$ cat src/rtl/traffic_light_monitor.sv
// traffic_light_monitor
// Safety checker sitting between the intersection controller and the lamp
// drivers. Each cycle it classifies the NS/EW lamp buses, tracks the phase
// rotation and the dwell time of every phase. Any violation latches a sticky
// fault with a code and raises force_red (fail-safe all-red request).
//
// Optional build feature (macro TRAFFIC_MON_FAULT_CNT_EN):
//   adds output fault_cnt, a saturating count of FAULT entries that only
//   rst clears. With the macro undefined the port and its logic are absent.

module traffic_light_monitor #(
    parameter int unsigned CNT_W        = 32,
    parameter int unsigned GREEN_DWELL  = 50_000_001,
    parameter int unsigned YELLOW_DWELL = 10_000_001,
    parameter int unsigned TOL          = 0
) (
    input  logic        clk,
    input  logic        rst,
    input  logic [2:0]  ns,
    input  logic [2:0]  ew,
    input  logic        fault_clr,
    output logic [1:0]  phase,
    output logic        phase_valid,
    output logic        fault,
    output logic [2:0]  fault_code,
    output logic        force_red,
    output logic [15:0] cycle_cnt
`ifdef TRAFFIC_MON_FAULT_CNT_EN
    ,
    output logic [7:0]  fault_cnt
`endif
);

    // ------------------------------------------------------------------
    // Lamp encodings {red, yellow, green}
    // ------------------------------------------------------------------
    localparam logic [2:0] LAMP_RED = 3'b100;
    localparam logic [2:0] LAMP_YEL = 3'b010;
    localparam logic [2:0] LAMP_GRN = 3'b001;

    // Fault codes; lower value means higher priority
    localparam logic [2:0] FC_NONE     = 3'd0;
    localparam logic [2:0] FC_CONFLICT = 3'd1;
    localparam logic [2:0] FC_ILLEGAL  = 3'd2;
    localparam logic [2:0] FC_SEQUENCE = 3'd3;
    localparam logic [2:0] FC_SHORT    = 3'd4;
    localparam logic [2:0] FC_LONG     = 3'd5;

    // Dwell windows. The lower bound is clamped at 1 so a tolerance larger
    // than the dwell never wraps the unsigned subtraction.
    localparam logic [CNT_W-1:0] DW_ONE_C    = CNT_W'(32'd1);
    localparam logic [CNT_W-1:0] DW_MAX_C    = {CNT_W{1'b1}};
    localparam logic [CNT_W-1:0] GREEN_HI_C  = CNT_W'(GREEN_DWELL + TOL);
    localparam logic [CNT_W-1:0] YELLOW_HI_C = CNT_W'(YELLOW_DWELL + TOL);
    localparam logic [CNT_W-1:0] GREEN_LO_C  = (GREEN_DWELL > TOL) ?
                                               CNT_W'(GREEN_DWELL - TOL) : DW_ONE_C;
    localparam logic [CNT_W-1:0] YELLOW_LO_C = (YELLOW_DWELL > TOL) ?
                                               CNT_W'(YELLOW_DWELL - TOL) : DW_ONE_C;

    typedef enum logic [1:0] {
        ST_ACQUIRE     = 2'd0,
        ST_TRACK_FIRST = 2'd1,
        ST_TRACK       = 2'd2,
        ST_FAULT       = 2'd3
    } state_t;

    // ------------------------------------------------------------------
    // Helper functions
    // ------------------------------------------------------------------

    // A bus is well formed when exactly one of its three lamps is lit.
    function automatic logic lamp_is_legal(input logic [2:0] lamp);
        logic ok;
        case (lamp)
            LAMP_RED: ok = 1'b1;
            LAMP_YEL: ok = 1'b1;
            LAMP_GRN: ok = 1'b1;
            default:  ok = 1'b0;
        endcase
        return ok;
    endfunction

    // A bus lets traffic move when it shows green or yellow.
    function automatic logic lamp_is_go(input logic [2:0] lamp);
        logic go;
        case (lamp)
            LAMP_YEL: go = 1'b1;
            LAMP_GRN: go = 1'b1;
            default:  go = 1'b0;
        endcase
        return go;
    endfunction

    // Phase decode for a pair already known to be legal and non-conflicting.
    function automatic logic [1:0] decode_phase(input logic [2:0] ns_l,
                                                input logic [2:0] ew_l);
        logic [1:0] p;
        case ({ns_l, ew_l})
            {LAMP_GRN, LAMP_RED}: p = 2'd0;
            {LAMP_YEL, LAMP_RED}: p = 2'd1;
            {LAMP_RED, LAMP_GRN}: p = 2'd2;
            {LAMP_RED, LAMP_YEL}: p = 2'd3;
            default:              p = 2'd0;
        endcase
        return p;
    endfunction

    // ------------------------------------------------------------------
    // Registers and next-state signals
    // ------------------------------------------------------------------
    state_t           state_q,       state_d;
    logic [1:0]       phase_q,       phase_d;
    logic             phase_valid_q, phase_valid_d;
    logic             fault_q,       fault_d;
    logic [2:0]       fault_code_q,  fault_code_d;
    logic             force_red_q,   force_red_d;
    logic [15:0]      cycle_cnt_q,   cycle_cnt_d;
    logic [CNT_W-1:0] dwell_cnt_q,   dwell_cnt_d;
`ifdef TRAFFIC_MON_FAULT_CNT_EN
    logic [7:0]       fault_cnt_q,   fault_cnt_d;
`endif

    logic             conflict_s;
    logic             illegal_s;
    logic [1:0]       p_s;
    logic [1:0]       next_phase_s;
    logic [CNT_W-1:0] dw_hi_s;
    logic [CNT_W-1:0] dw_lo_s;
    logic [2:0]       viol_code_s;
    logic             fault_entry_s;

    // Classify the raw lamp buses: conflict, illegal encoding, or a phase.
    always_comb begin
        conflict_s = lamp_is_go(ns) && lamp_is_go(ew);
        illegal_s  = !lamp_is_legal(ns) || !lamp_is_legal(ew) ||
                     ((ns == LAMP_RED) && (ew == LAMP_RED));
        p_s        = decode_phase(ns, ew);
    end

    // Dwell window and expected successor of the phase currently held.
    always_comb begin
        next_phase_s = phase_q + 2'd1;
        if (phase_q[0] == 1'b0) begin
            dw_hi_s = GREEN_HI_C;
            dw_lo_s = GREEN_LO_C;
        end else begin
            dw_hi_s = YELLOW_HI_C;
            dw_lo_s = YELLOW_LO_C;
        end
    end

    // Pick the highest-priority violation for this cycle. The checks are
    // ordered so the first true condition is also the lowest code.
    always_comb begin
        viol_code_s = FC_NONE;
        if (conflict_s) begin
            viol_code_s = FC_CONFLICT;
        end else if (illegal_s) begin
            viol_code_s = FC_ILLEGAL;
        end else if ((state_q != ST_TRACK_FIRST) && (state_q != ST_TRACK)) begin
            viol_code_s = FC_NONE;
        end else if (p_s == phase_q) begin
            if (dwell_cnt_q == dw_hi_s) begin
                viol_code_s = FC_LONG;
            end else begin
                viol_code_s = FC_NONE;
            end
        end else if (p_s != next_phase_s) begin
            viol_code_s = FC_SEQUENCE;
        end else if ((state_q == ST_TRACK) && (dwell_cnt_q < dw_lo_s)) begin
            // Entry alignment is unknown in TRACK_FIRST, so only TRACK
            // checks the short side of the window.
            viol_code_s = FC_SHORT;
        end else begin
            viol_code_s = FC_NONE;
        end
    end

    // Next-state logic for the monitor FSM and all of its registered outputs.
    always_comb begin
        state_d       = state_q;
        phase_d       = phase_q;
        dwell_cnt_d   = dwell_cnt_q;
        cycle_cnt_d   = cycle_cnt_q;
        fault_d       = fault_q;
        fault_code_d  = fault_code_q;
        fault_entry_s = 1'b0;

        case (state_q)
            ST_ACQUIRE, ST_TRACK_FIRST, ST_TRACK: begin
                // A new fault beats a simultaneous fault_clr, which is
                // ignored outside FAULT anyway.
                if (viol_code_s != FC_NONE) begin
                    state_d       = ST_FAULT;
                    fault_d       = 1'b1;
                    fault_code_d  = viol_code_s;
                    fault_entry_s = 1'b1;
                end else if (state_q == ST_ACQUIRE) begin
                    phase_d     = p_s;
                    dwell_cnt_d = DW_ONE_C;
                    state_d     = ST_TRACK_FIRST;
                end else if (p_s == phase_q) begin
                    if (dwell_cnt_q == DW_MAX_C) begin
                        dwell_cnt_d = dwell_cnt_q;
                    end else begin
                        dwell_cnt_d = dwell_cnt_q + DW_ONE_C;
                    end
                end else begin
                    // Legal advance to the successor phase.
                    phase_d     = p_s;
                    dwell_cnt_d = DW_ONE_C;
                    state_d     = ST_TRACK;
                    if ((state_q == ST_TRACK) && (phase_q == 2'd3)) begin
                        cycle_cnt_d = cycle_cnt_q + 16'd1;
                    end else begin
                        cycle_cnt_d = cycle_cnt_q;
                    end
                end
            end
            ST_FAULT: begin
                if (fault_clr) begin
                    fault_d      = 1'b0;
                    fault_code_d = FC_NONE;
                    state_d      = ST_ACQUIRE;
                end else begin
                    state_d      = ST_FAULT;
                end
            end
            default: begin
                // Unreachable encoding: fall into the fail-safe state.
                state_d       = ST_FAULT;
                fault_d       = 1'b1;
                fault_code_d  = FC_ILLEGAL;
                fault_entry_s = 1'b1;
            end
        endcase

        phase_valid_d = (state_d == ST_TRACK_FIRST) || (state_d == ST_TRACK);
        force_red_d   = fault_d;
    end

`ifdef TRAFFIC_MON_FAULT_CNT_EN
    // Saturating count of FAULT entries; survives fault_clr.
    always_comb begin
        if (fault_entry_s && (fault_cnt_q != 8'hFF)) begin
            fault_cnt_d = fault_cnt_q + 8'd1;
        end else begin
            fault_cnt_d = fault_cnt_q;
        end
    end
`endif

    // State and output registers with synchronous reset.
    always_ff @(posedge clk) begin
        if (rst) begin
            state_q       <= ST_ACQUIRE;
            phase_q       <= 2'd0;
            phase_valid_q <= 1'b0;
            fault_q       <= 1'b0;
            fault_code_q  <= FC_NONE;
            force_red_q   <= 1'b0;
            cycle_cnt_q   <= 16'd0;
            dwell_cnt_q   <= '0;
`ifdef TRAFFIC_MON_FAULT_CNT_EN
            fault_cnt_q   <= 8'd0;
`endif
        end else begin
            state_q       <= state_d;
            phase_q       <= phase_d;
            phase_valid_q <= phase_valid_d;
            fault_q       <= fault_d;
            fault_code_q  <= fault_code_d;
            force_red_q   <= force_red_d;
            cycle_cnt_q   <= cycle_cnt_d;
            dwell_cnt_q   <= dwell_cnt_d;
`ifdef TRAFFIC_MON_FAULT_CNT_EN
            fault_cnt_q   <= fault_cnt_d;
`endif
        end
    end

    assign phase       = phase_q;
    assign phase_valid = phase_valid_q;
    assign fault       = fault_q;
    assign fault_code  = fault_code_q;
    assign force_red   = force_red_q;
    assign cycle_cnt   = cycle_cnt_q;
`ifdef TRAFFIC_MON_FAULT_CNT_EN
    assign fault_cnt   = fault_cnt_q;
`endif

endmodule

$ cat config.mk
export PLATFORM = sky130hd
export DESIGN_NAME = traffic_light_monitor
export DESIGN_NICKNAME = d
export VERILOG_FILES = /design/src/rtl/traffic_light_monitor.sv
export SDC_FILE = /design/constraint.sdc
export NUM_CORES = 1
export LEC_CHECK = 0
export CAP_MARGIN = 20
export CORE_ASPECT_RATIO = 1.25
export CORE_MARGIN = 5
export CORE_UTILIZATION = 42
export CTS_CLUSTER_SIZE = 12
export DETAILED_ROUTE_END_ITERATION = 10
export SLEW_MARGIN = 25
export SYNTH_ARGS = -nofsm -noshare
export SYNTH_HDL_FRONTEND = slang
export SYNTH_SLANG_ARGS = --single-unit
$ cat constraint.sdc
create_clock -name clk -period 4.11 [get_ports clk]
set_input_delay 0.822 -clock clk [delete_from_list [all_inputs] [get_ports clk]]
set_output_delay 0.822 -clock clk [all_outputs]
set_load 0.02 [all_outputs]
---- Word-level counts from Yosys, hierarchy flattened ----
Cells that the tools add are included.
Widths: inputs -> output; s select.
cells by class
  $add $sub $neg .......................... 3
  magnitude comparators ................... 1
  reductions and logical operators ........ 21
  shift-type cells ........................ 0
  equal/unequal tests ..................... 25
  multiplexer cells ....................... 29
  bitwise operators ....................... 3
  div/mod/pow operators ................... 0
  multiply operators ...................... 0
operator list
  cell                   number
  $mux 32                3
  $add 32x1->32 const B  1
  $eq 32x32->1           1
  $eq 32x32->1 const B   1
  $lt 32x32->1           1
  $mux 3                 9
  $mux 26                1
  $add 16x1->16 const B  1
  $eq 6x6->1 const B     2
  $mux 2                 6
  $reduce_or 3->1        3
  $eq 2x2->1 const B     4
  $eq 3x1->1 const B     2
  $eq 3x2->1 const B     2
  $eq 3x3->1 const B     2
  $eq 6x5->1 const B     1
  $mux 1                 6
  $ne 2x2->1 const B     3
  $pmux 2 s3             1
  $pmux 3 s2             1
  $reduce_and 3->1       2
  $logic_and 1x1->1      5
  $reduce_and 5->1       1
  $eq 2x1->1 const B     2
  other kinds (14)       21
storage, ports and cells
  logic and storage cells ................. 89
  memories ................................ 0
  RAM bits ................................ 0
  bits in latches ......................... 0
  output and inout port bits .............. 24
  bits in read-only memories .............. 0
  register bits after elaboration ......... 57
  input port bits ......................... 9

---- Longest topological paths before layout ----
Gate-level depths: netlist of run 1.
  depth in word-level cells ............... 14
  mapped depth ............................ 12
  mapped depth without buffers ............ 10

---- Worst setup path before layout of run 1 ----
No wires, ideal clock.
  path type ............................... register to register
  start ................................... register phase_q[0] (netlist: phase[0])
  end ..................................... register cycle_cnt_q[12] (netlist: cycle_cnt[12])
  path buffers ............................ 0
  required time ........................... 3989 ps
  cell stages (with the launch flop) ...... 10
  clock period less this slack ............ 3242 ps
  arrival time ............................ 3122 ps
  slack ................................... 868 ps
  cells stage by stage .................... dfxtp_1 ha_1 nand4_1 or4b_1 or3_1 or4b_4 o211ai_2 a21oi_2 nand4_1 mux2_2
between the ends
  word-level cells in the longest chain between the ends .. 12
  elaborated cells between the ends (all ways) .. 20
  those cells by class .................... add/sub: 1; order compare: 1; eq/ne: 4; mux: 8; bitwise: 2; reduce/logical: 4
ends and longest elaborated chain
  what                                   line  text
  start: declaration                     112   logic [1:0] phase_q, phase_d;
  start signal: assignment               269   phase_q <= phase_d;
  $mux 26                                143   if (phase_q[0] == 1'b0) begin
  $lt 32x32->1                           170   end else if ((state_q == ST_TRACK) && (dwell_cnt_q < dw_lo_s)) begin
  $logic_and 1x1->1                      170
  $mux 3                                 170
  $mux 3                                 168   end else if (p_s != next_phase_s) begin
  $mux 3                                 162   end else if (p_s == phase_q) begin
  $mux 3                                 160   end else if ((state_q != ST_TRACK_FIRST) && (state_q != ST_TRACK)) begin
  $mux 3                                 158   end else if (illegal_s) begin
  $mux 3                                 156   if (conflict_s) begin
  $reduce_bool 3->1                      193   if (viol_code_s != FC_NONE) begin
  $not 1->1 (no source line)             --
  $reduce_and 5->1 (no source line) (*)  --
  end signal: assignment                 274   cycle_cnt_q <= cycle_cnt_d;
  end: declaration                       117   logic [15:0] cycle_cnt_q, cycle_cnt_d;
Mark *: on every way between the ends. The rest lies on a longest branch, timed or not.
A chain may end at the register's enable or synchronous reset.

---- Worst setup path in the final report of run 1 ----
  start ................................... input ew[1]
  end ..................................... register fault_code_q[1] (netlist: fault_code[1])
between the ends
  word-level cells in the longest chain between the ends .. 11
  elaborated cells between the ends (all ways) .. 28
  those cells by class .................... eq/ne: 9; mux: 10; reduce/logical: 9
ends and longest elaborated chain
  what                                           line      text
  start: declaration                             20        input logic [2:0] ew,
  $eq 6x6->1, or another cell as far along       98        case ({ns_l, ew_l})
  $pmux 2 s3 or $reduce_or 3->1 (tied branches)  --
  $ne 2x2->1 or $mux 1 (tied branches)           168, 74
  $mux 3 or $logic_not 1->1 (tied branches)      168, 135
  $mux 3 or $logic_or 1x1->1 (tied branches)     162, 135
  $mux 3 or $logic_or 1x1->1 (tied branches)     160, 135
  $mux 3                                         158
  $mux 3 (*)                                     156
  $reduce_bool 3->1                              193
  $ne 2x2->1 (no source line)                    --
  $reduce_and 2->1 (no source line)              --
  end signal: assignment                         272       fault_code_q <= fault_code_d;
  end: declaration                               115       logic [2:0] fault_code_q, fault_code_d;
Mark *: on every way between the ends. The rest lies on a longest branch, timed or not. The select of a mux whose other input is x is not followed.

==> flow_summary_export.csv, run 1 <==
group,metric,value,unit
run_status,outcome,"completed",
power,clkPwrFrac,45.9,%
global_routing,grt.total_usage,17.3,%
yosys,ys.flop_type,"dfxtp_1",
timing,setup_viol,0,
drt,vias,3288,
clock_tree,clk-insertion-delay-late,340,ps
final_layout,syn2layout_area_growth,19.4,%
drt,wire_per_inst,14.9,um
yosys,yosysMostFrequentCell,"dfxtp_1",
yosys,synth_nets,454,
timing,max_freq,274,MHz
floorplanning,start_util,43.0,%
hold_path,hp-class,"reg -> reg",
power,powerDensity,303,nW/um^2
final_layout,fin_cells,571,
clock_tree,clk_path_buf_depth,2,
setup_path,r2r_slack,720,ps
clock_tree,cts_tree,"yes",
power,p_comb_share,9.9,%
timing,tns,0,ps
global_routing,overflow,0,
yosys,syn_inst,428,
drt,drc_errors,0,
global_routing,grt_pass1_vias,3141,
place,dpl_worst_slack,89.9,ps
setup_path,crit_fanout,7,
setup_path,required,4340,ps
global_routing,grt_pass1_wl,14700,um
floorplanning,rows,37,
power,p_int,948,uW
yosys,syn_area_per_cell,8.23,sq um
setup_path,critPathArrivalTime,3880,ps
floorplanning,core_area,8190,sq um
setup_path,start_kind,"input port",
yosys,ys_top_cells_by_area,"dfxtp_1 (32%), ha_1 (6.0%), a21oi_1 (5.7%)",
run,drv_cap,0,
drt,drt-initial-drc-count,131,
timing,hold_viol,0,
setup_path,cpPeakStageDelay,680,ps
power,seq_power_share,44.2,%
place,gp_congestion,0.822,
yosys,syn_area,3520,sq um
yosys,synth-seq-cells,57,
global_routing,antenna_found_initial,0,
global_routing,grt_max_degree,30,
power,switching_share,25.7,%
clock_tree,htree_num_levels,3,
power,switchingPower,327,uW
yosys,async_reset_ff_share,0,%
drt,ant_nets,0,
clock_tree,post_cts_buffers,0,
place,port_buffers,32,
timing,slew_viol_final,0,
yosys,yosysUniqueCellTypes,58,
yosys,yosys.area.top_type,"dfxtp_1",
power,p_leak,0.00146,uW
timing,finalClockSkew,7.07,ps
clock_tree,cts_resized,0,
floorplanning,die_y,112,um
yosys,yosysWarningCount,0,
final_layout,layout.nets,495,
clock_tree,cts_root_buf,"clkbuf_8",
clock_tree,cts_buffers,9,
place,dpl_cell_area,3990,sq um
drt,finalWirelength,8530,um
final_layout,n_antenna_cell,0,
timing,worst_slew_pin_slew,688,ps
timing,relSlewSlack,53.7,%
drt,first_pass_iters,4,
yosys,synth_edf_count,0,
final_layout,fin_area,4200,sq um
timing,rsz0062_at_grt,"false",
floorplanning,fp.dieArea,10300,sq um
timing,period_minus_slack,3650,ps
setup_path,slowest_stage,"or4_1",
final_layout,drive_gt1_share,10.5,%
power,ir_worst_vdd,0.215,mV
setup_path,path_cells,"clkdlybuf4s50_1, xnor2_1, or4_1, xnor2_4, or4b_4, o211a_4, o21ai_0, a21oi_1, a22o_1",
clock_tree,clk_pin_slew_worst_paths,70,ps
place,placed_cells,555,
setup_path,worst_setup_path_end_kind,"flop",
clock_tree,holdBufCountCts,0,
yosys,synth_commonest_cells,"dfxtp_1 (57), a21oi_1 (40), nand2_1 (29), nor2_1 (27)",
timing,min_period_over_period,88.7,%
place,hpwlAfterDp,6260,um
floorplanning,ios,33,
drt,avgViaCountPerCell,5.76,
clock_tree,clock-sinks,57,
setup_path,critical_path_class,"in -> reg",
timing,setup_ws,464,ps
floorplanning,dieWidth,91.9,um
yosys,yosysSeqAreaShare,32.4,%
yosys,synth_top_area_share,32.4,%
[layer usage]
metal / wire, um / global-route usage (%) / vias to the layer above
li1: - / - / 1684
met1: 3880 / 20.3 / 1534
met2: 4170 / 30.0 / 51
met3: 315 / 4.49 / 19
met4: 167 / 6.74 / 0
met5: 0 / 0 / -
[state kept, by name (all words and copies together) (netlist names)]
name / flops
dwell_cnt_q: 32
cycle_cnt: 16
fault_code: 3
phase: 2
state_q: 2
force_red: 1
phase_valid: 1
[metrics by stage]
stage / total power, uW / hold WS [ps] / util (%)
6_report: 1280 / 472 / 51.3
5_1_grt: 1330 / 503 / 51.3
4_1_cts: 1300 / 474 / 51.4
3_5_place_dp: 704 / 452 / 48.7
3_3_place_gp: 702 / 454 / 48.7
2_1_floorplan: 660 / 461 / -
[power by group through the flow]
| stage | clock, uW | combinational (uW) | sequential (uW) |
|---|---|---|---|
| floorplan | 0 | 81.6 | 579 |
| global placement | 0 | 126 | 576 |
| detailed placement | 0 | 128 | 576 |
| CTS | 604 | 128 | 563 |
| global route | 624 | 140 | 564 |
| finish | 585 | 126 | 563 |
[layout by cell type, fill, tap and decap left out, drive strengths merged, types with 9 or more instances in the layout]
cell and instances:
a21oi 42, buf 16, clkbuf 9, clkdlybuf4s50 31, dfxtp 57, ha 17, inv 25, nand2 29
nand3 16, nand4 21, nor2 27, nor3 13, o21ai 28, o31ai 9, or3 21, or4 14
xnor2 11
[kinds of logic after synthesis]
kind of cell | after synthesis | share of synthesized area (%)
simple gates | 176 | 27.7
compound gates | 113 | 21.2
flops | 57 | 32.4
buf+inv | 42 | 5.83
fa+ha+maj | 17 | 6.04
xor+xnor | 13 | 3.77
mux | 10 | 3.06
[cell type report]
class / count / area, sq um
clock buffers: 9 / 124
well taps: 97 / 121
flip-flops and latches: 57 / 1140
multi-input cells: 329 / 2170
clock inverters: 7 / 95.1
fillers: 825 / 3990
repair buffers: 47 / 453
inverters: 25 / 93.8
[critical path: cells and delay by family]
| kind | cells | cell delay [ps] |
|---|---|---|
| AND/OR/NAND/NOR | 2 | 1240 |
| AO/OA/AOI/OAI | 4 | 930 |
| buffers and inverters | 1 | 560 |
| XOR/XNOR | 2 | 320 |
[path summary, 6_finish.rpt]
kind | startpoint | end | cells past startpoint
max | ew[1] | fault_code[1]$_SDFFE_PP0P_ | 9
min | fault_code[0]$_SDFFE_PP0P_ | fault_code[0]$_SDFFE_PP0P_ | 1
max reg2reg | phase[0]$_SDFFE_PP0P_ | fault_code[1]$_SDFFE_PP0P_ | 9
min reg2reg | fault_code[0]$_SDFFE_PP0P_ | fault_code[0]$_SDFFE_PP0P_ | 1
Note: power is estimated with default switching activity, not from simulation.
==> inputs of run 2 (changes only) <==
--- a/config.mk
+++ b/config.mk
@@ -11,6 +11,7 @@
 export CORE_UTILIZATION = 42
 export CTS_CLUSTER_SIZE = 12
 export DETAILED_ROUTE_END_ITERATION = 10
+export HOLD_SLACK_MARGIN = 0.06
 export SLEW_MARGIN = 25
 export SYNTH_ARGS = -nofsm -noshare
 export SYNTH_HDL_FRONTEND = slang
==> constraint.sdc (replaced) <==
create_clock -name clk -period 3.57 [get_ports clk]
set_input_delay 0.714 -clock clk [delete_from_list [all_inputs] [get_ports clk]]
set_output_delay 0.714 -clock clk [all_outputs]
set_load 0.02 [all_outputs]
==> run 2 against run 1 <==
- combinational power rose by 35%
- setup slack got worse by 250 ps
- critical path depth did not move
- flip-flop and latch count did not move
- sequential share of layout area fell by 1.4 points
- count of clock-buffer cells in the layout rose by 5
- final area rose by 5.6%
- clock power rose by 9.7%
- total power rose by 15%
- first-iteration DRC count rose by 27%
- global-route usage rose by 1.0 points
- highest routed layer unchanged
==> flow_summary_export.csv, run 2 (same netlist as run 1, synthesis figures left out) <==
group,metric,value,unit
run_status,outcome,"completed",
setup_path,critPathTopFamily,"simple AND/OR/NAND/NOR gates",
timing,relSlewSlack,38.4,%
final_layout,fillers,796,
clock_tree,clock-sinks,57,
timing,setup_ws,209,ps
global_routing,grt_max_degree,28,
global_routing,grt_pass1_vias,3317,
floorplanning,dieWidth,91.9,um
power,powerDensity,329,nW/um^2
floorplanning,fp.dieArea,10300,sq um
power,ir_worst_vdd,0.224,mV
setup_path,critPathArrivalTime,3600,ps
timing,hold_viol,0,
drt,first_pass_iters,4,
timing,rsz0062_at_grt,"false",
setup_path,critical_path_buf_inv_count,0,
place,gp_congestion,0.845,
final_layout,final_core_util,54.1,%
timing,slew_viol_final,0,
hold_path,hp-class,"reg -> reg",
final_layout,n_antenna_cell,0,
final_layout,final_common_cell,"dfxtp_1",
setup_path,r2r_slack,210,ps
clock_tree,cts_root_buf,"clkbuf_8",
clock_tree,clk-insertion-delay-late,350,ps
clock_tree,cts_tree,"yes",
floorplanning,rows,37,
clock_tree,cts_buffers,9,
final_layout,final_cell_mix,"dfxtp_1 (57), a21oi_1 (40), buf_4 (37)",
clock_tree,htree_num_levels,3,
final_layout,largest_reg_flops,32,
clock_tree,cts_resized,0,
place,dpl_worst_slack,-144,ps
drt,drt-initial-drc-count,167,
drt,drc_errors,0,
timing,finalClockSkew,10.9,ps
final_layout,drive_gt1_share,14.8,%
setup_path,crit_fanout,7,
power,p_leak,0.00160,uW
final_layout,layout.nets,522,
place,hpwlAfterDp,6630,um
setup_path,start_kind,"flop",
final_layout,top_register,"dwell_cnt_q",
drt,finalWirelength,8770,um
setup_path,critical_path_class,"reg -> reg",
final_layout,syn2layout_area_growth,26.0,%
clock_tree,clk_pin_slew_worst_paths,70,ps
timing,setup_viol,0,
setup_path,path_cells,"ha_1, nand4_1, or4b_1, or3_1, or4b_4, o211a_4, o21ai_0, a21oi_1, a22o_1",
global_routing,grt.total_usage,18.3,%
drt,ant_nets,0,
clock_tree,holdBufCountCts,0,
floorplanning,core_area,8190,sq um
floorplanning,die_y,112,um
timing,tns,0,ps
setup_path,cpPeakStageDelay,550,ps
place,port_buffers,32,
clock_tree,post_cts_buffers,0,
setup_path,slowest_stage,"or4b_1",
timing,worst_slew_pin_slew,921,ps
global_routing,antenna_found_initial,0,
drt,avgViaCountPerCell,5.73,
timing,min_period_over_period,94.1,%
run,drv_cap,0,
global_routing,overflow,0,
setup_path,required,3810,ps
global_routing,grt_pass1_wl,15400,um
drt,wire_per_inst,14.7,um
timing,period_minus_slack,3360,ps
clock_tree,clk_path_buf_depth,2,
floorplanning,start_util,43.0,%
timing,max_freq,298,MHz
floorplanning,ios,33,
setup_path,worst_setup_path_end_kind,"flop",
power,p_total,1460,uW
drt,vias,3425,
-- run 2: cell types whose count changed in the layout (fill, tap and decap cells not counted), moves of 2 or more --
cell	previous run	this run
buf_4	13	37
clkbuf_1	0	2
clkbuf_8	9	12
clkinv_4	2	0
buf_12	2	5
-- run 2: report_power, final --
| group | total [uW] | internal [uW] | switching (uW) |
|---|---|---|---|
| Clock | 642 | 379 | 263 |
| Combinational | 170 | 76.0 | 93.6 |
| Sequential | 649 | 642 | 6.12 |
-- run 2: path summary, 6_finish.rpt --
path / startpoint / endpoint / cells after the start
worst max register to register: dwell_cnt_q[25]$_SDFFE_PP0P_ / fault_code[1]$_SDFFE_PP0P_ / 9
worst min-delay path: fault_code[0]$_SDFFE_PP0P_ / fault_code[0]$_SDFFE_PP0P_ / 1
worst max-delay path: dwell_cnt_q[25]$_SDFFE_PP0P_ / fault_code[1]$_SDFFE_PP0P_ / 9
worst min register to register: fault_code[0]$_SDFFE_PP0P_ / fault_code[0]$_SDFFE_PP0P_ / 1
-- run 2: area by class of cell --
| cell class | instances | area, sq um | area share (%) |
|---|---|---|---|
| inverters | 25 | 93.8 | 2.12 |
| multi-input cells | 329 | 2170 | 49.0 |
| clock inverters | 2 | 35.0 | 0.790 |
| repair buffers | 74 | 698 | 15.7 |
| flip-flops and latches | 57 | 1140 | 25.7 |
| well taps | 97 | 121 | 2.74 |
| clock buffers | 14 | 173 | 3.89 |
-- run 2: per-layer routing --
| layer | global-route usage [%] | up-vias | wire, um |
|---|---|---|---|
| met4 | 6.74 | 0 | 167 |
| li1 | - | 1736 | - |
| met2 | 31.2 | 61 | 4320 |
| met3 | 5.76 | 18 | 402 |
| met5 | 0 | - | 0 |
| met1 | 21.5 | 1610 | 3880 |
-- run 2: metrics by stage --
stage / hold WS (ps) / instances / instance area, sq um
final: 461 / 598 / 4440
after global routing: 485 / 598 / 4440
after CTS: 469 / 598 / 4440
after detailed placement: 446 / 582 / 4230
after global placement: 458 / 582 / 4230
after floorplan: 461 / 428 / 3520
